## src/rtl/mem_access_pkg.sv

```systemverilog
// Shared StoreLoad defines for the multicycle memory access sequencer: access-size codes,
// sequencer state encodings, the latched request context and size/alignment helpers.
package mem_access_pkg;

  localparam int unsigned XLEN   = 32;
  localparam int unsigned BE_W   = XLEN / 8;
  localparam int unsigned SIZE_W = 3;

  // StoreLoad access-size codes; the U variants move the same number of bytes as the signed ones
  localparam logic [SIZE_W-1:0] SL_BYTE  = 3'b000;
  localparam logic [SIZE_W-1:0] SL_HALF  = 3'b001;
  localparam logic [SIZE_W-1:0] SL_WORD  = 3'b010;
  localparam logic [SIZE_W-1:0] SL_BYTEU = 3'b100;
  localparam logic [SIZE_W-1:0] SL_HALFU = 3'b101;

  localparam logic [1:0] SL_ST_IDLE = 2'd0;
  localparam logic [1:0] SL_ST_REQ  = 2'd1;
  localparam logic [1:0] SL_ST_DONE = 2'd2;

  typedef enum logic [1:0] {
    ST_IDLE = SL_ST_IDLE,
    ST_REQ  = SL_ST_REQ,
    ST_DONE = SL_ST_DONE
  } state_e;

  typedef enum logic [1:0] {
    SZ_BYTE,
    SZ_HALF,
    SZ_WORD
  } size_cls_e;

  // Request fields the lane steering still needs after the request has been accepted
  typedef struct packed {
    logic              we;
    logic [SIZE_W-1:0] size;
    logic [1:0]        lo;
  } req_ctx_t;

  // Unrecognised codes fall through to a full word access
  function automatic size_cls_e size_class(input logic [SIZE_W-1:0] code);
    size_cls_e cls;
    case (code)
      SL_BYTE, SL_BYTEU: cls = SZ_BYTE;
      SL_HALF, SL_HALFU: cls = SZ_HALF;
      default:           cls = SZ_WORD;
    endcase
    return cls;
  endfunction

  function automatic logic misaligned(input logic [SIZE_W-1:0] code, input logic [1:0] lo);
    logic bad;
    case (size_class(code))
      SZ_HALF: bad = lo[0];
      SZ_WORD: bad = |lo;
      default: bad = 1'b0;
    endcase
    return bad;
  endfunction

endpackage

```

## src/rtl/mem_lane_steer.sv

```systemverilog
// Byte-lane steering between a right-justified CPU view and the word-wide memory bus:
// store byte enables and replicated store data, and right-justified, zero-filled load data.
module mem_lane_steer
  import mem_access_pkg::*;
(
  input  logic              we,
  input  logic [SIZE_W-1:0] size,
  input  logic [1:0]        lo,
  input  logic [XLEN-1:0]   wdata,
  input  logic [XLEN-1:0]   rdata,
  output logic [BE_W-1:0]   be_c,
  output logic [XLEN-1:0]   wdata_c,
  output logic [XLEN-1:0]   rdata_c
);

  // Loads always fetch the whole word; only stores narrow the enables
  always_comb begin
    be_c    = '1;
    wdata_c = wdata;
    rdata_c = rdata;
    case (size_class(size))
      SZ_BYTE: begin
        if (we) be_c = BE_W'(4'b0001 << lo);
        wdata_c = {4{wdata[7:0]}};
        rdata_c = (rdata >> {lo, 3'b000}) & 32'h0000_00ff;
      end
      SZ_HALF: begin
        if (we) be_c = BE_W'(4'b0011 << lo);
        wdata_c = {2{wdata[15:0]}};
        rdata_c = (rdata >> {lo[1], 4'b0000}) & 32'h0000_ffff;
      end
      default: ;
    endcase
  end

endmodule

```

## config.mk

```make
export PLATFORM = sky130hd
export DESIGN_NAME = mem_lane_steer
export DESIGN_NICKNAME = d
export VERILOG_FILES = /design/src/rtl/mem_access_pkg.sv /design/src/rtl/mem_lane_steer.sv
export SDC_FILE = /design/constraint.sdc
export NUM_CORES = 1
export LEC_CHECK = 0
export BUFFER_PORTS_ARGS = -buffer_cell sky130_fd_sc_hd__buf_4
export CAP_MARGIN = 20
export CORE_MARGIN = 8
export CORE_UTILIZATION = 33
export DETAILED_ROUTE_END_ITERATION = 8
export PLACE_DENSITY = 0.95
export SLEW_MARGIN = 15
export SYNTH_ARGS = -nofsm -noshare
export SYNTH_HDL_FRONTEND = slang
export SYNTH_SLANG_ARGS = --single-unit
export TNS_END_PERCENT = 20
```

## constraint.sdc

```tcl
create_clock -name vclk -period 1.6
set_input_delay 0.24 -clock vclk [all_inputs]
set_output_delay 0.24 -clock vclk [all_outputs]
set_load 0.05 [all_outputs]
```

==> run metrics <==
status finished, final reports clean; Final min period 1600 ps; final worst-path cycle share 99.8%; hold_sp wdata[6]; Via density 4.98; Worst Max-Slew Pin Slew 258 ps; Hold Fails Final Rpt 0; placed instance count 326; Area contributors post-synth mux2i_1, and2_1, mux2_1; GRT Residual Overflow 0; vias in the first global route 1774; Switch Pwr 680 uW; crit path max fanout 8; share of layout cells above drive strength 1 between 60% and 70%; DIE AREA 0.00520 sq mm; antenna diode count 0; sequential cells 0; final setup margin about 2.8 ps; worst rel slew slack 82.3%; worst vdd ir 0.331 mV; initial antenna violation count 0; DRC viols 0; routed wire length between 5 and 6 mm; Final HPWL DP ~4.7 mm; Synth Warn # 0; core area 0.00303 sq mm; final setup fails 0; io pins between 100 and 150; drt pass-1 iters 4; Comb power frac 100.0%; placed cell area 0.00217 sq mm; top-area cell type share of the netlist area 16.4%; WS Path Type input pin to output pin; Mapped Cells between 100 and 150; mean area per synthesized cell approximately 7.2 sq um; post-route insts no fill 327; Peak Freq 626 MHz; first-pass GRT wire length 8.05 mm; DRT iter0 DRCs 41; register area share after synthesis 0%; internal power 435 uW; Hold/Removal Path Class input pin to output pin; GRT Overall Usage around 18%; hold depth 2; Layout Area Growth over Synthesis 121%; setup slack after placement -177 ps; wire per inst 16.5 um; Power Density just under 500 mW/mm^2; die width roughly 72 um; PortBufs ~140; crit path capture type output pin; largest net degree at the start of global routing 22; Via Count 1627; setup TNS 0 ps; Die Ht just over 70 um; Pleak 0.00122 uW; max cap viols 0; critical path data arrival time roughly 1400 ps; Clock power frac 0%; Core Rows 20; Worst EP required 1360 ps; FF/Latch Area 0 sq um; Worst setup SP type input pin; ANT nets after route 0; Fillers 233; leading area contributor after synthesis mux2i_1; mapped cell area 0.00104 sq mm; nets 359; Synth cell types 27; initial core utilization 34.3%; routability congestion estimate roughly 0.85; hold-fix buffers at CTS 0; Net Sw Frac between 60 and 70%; hold path endpoint wdata_c[6]; post-route cell area 0.00230 sq mm; sequential share of power 0%; Slew Limit Fails 0; RSZ-0062 raised after global routing yes; syn_nets between 200 and 250; number of clock buffers in the layout 0
## worst max-delay path, stage by stage
cell     delay, ps
buf_6          100
or3b_4         450
and3_4         170
a211o_1        240
buf_6          160
## cells by family after synthesis
logic type                 share of synthesized area, %
adders and majority gates                          4.81
AOI/OAI and AO/OA                                  21.5
muxes                                              33.7
and+or+nand+nor                                    28.5
buffers and inverters                              11.4
## metrics by stage
stage / total power, uW / hold slack [ps] / util, %
detailed placement: 1070 / 765 / 71.8
floorplan: 669 / 647 / -
global route: 1160 / 773 / 75.9
CTS: 1110 / 765 / 74.4
global placement: 1060 / 760 / 71.8
finish: 1110 / 764 / 75.9
## cell usage after synthesis (all sizes together)
cell and instances:
nand2 16, o21bai 1, inv 2, nand4bb 1, o21ai 14, or3b 1, o221a 1, mux2 16
and2 16, nor2b 3, a221o 3, a211o 4, nand3 1, nor2 9, nand2b 5, ha 4
mux2i 17, and3 4, a22o 8, buf 14, clkbuf 4
## cell usage in the layout, fill, tap and decap left out, types with 2 or more instances in the layout
cell,instances
buf_12,2
nor2b_1,2
mux2_1,8
buf_6,10
a22o_1,8
a211o_1,4
nor2_2,3
buf_4,145
a221o_1,3
nor2_1,5
o21ai_2,2
mux2i_1,16
nand2b_1,4
o21ai_1,11
ha_1,4
nand2_1,16
mux2_2,8
and3_4,4
and2_1,16
## final cells by class
| cell class | count | area, sq um | area share [%] |
|---|---|---|---|
| repair buffers | 157 | 1240 | 54.0 |
| multi-input cells | 124 | 995 | 43.3 |
| inverters | 2 | 7.51 | 0.327 |
| well taps | 44 | 55.1 | 2.40 |
## per-layer routing
metal | GRT usage, % | up-vias | share of wire (%)
met5 | 0 | - | 0
met4 | 2.95 | 0 | 1.0
met3 | 9.78 | 4 | 14
met2 | 35.8 | 91 | 52
met1 | 16.5 | 745 | 33
li1 | - | 787 | -
## worst max path at each step
stage	slack [ps]	cells after the start	from	to
global placement	-150	5	size[1]	rdata_c[4]
CTS	-20	5	size[0]	rdata_c[7]
global route	-20	5	size[1]	rdata_c[7]
finish	3	5	size[1]	rdata_c[5]
floorplan	-120	4	size[0]	wdata_c[27]
detailed placement	-180	5	size[1]	rdata_c[5]
## power groups by stage
stage / sequential (uW) / combinational [uW] / clock [uW]
detailed placement: 0 / 1070 / 0
floorplan: 0 / 669 / 0
global route: 0 / 1160 / 0
finish: 0 / 1110 / 0
CTS: 0 / 1110 / 0
global placement: 0 / 1060 / 0
## timing repair
item | 4_1_cts | 5_1_grt
resized for setup | 18 | 10
pin swaps | 4 | 5
setup endpoints to repair | 19 | 9
buffers inserted | 1 | 0
gates cloned | 0 | 0
Note: power is estimated with default switching activity, not from simulation.
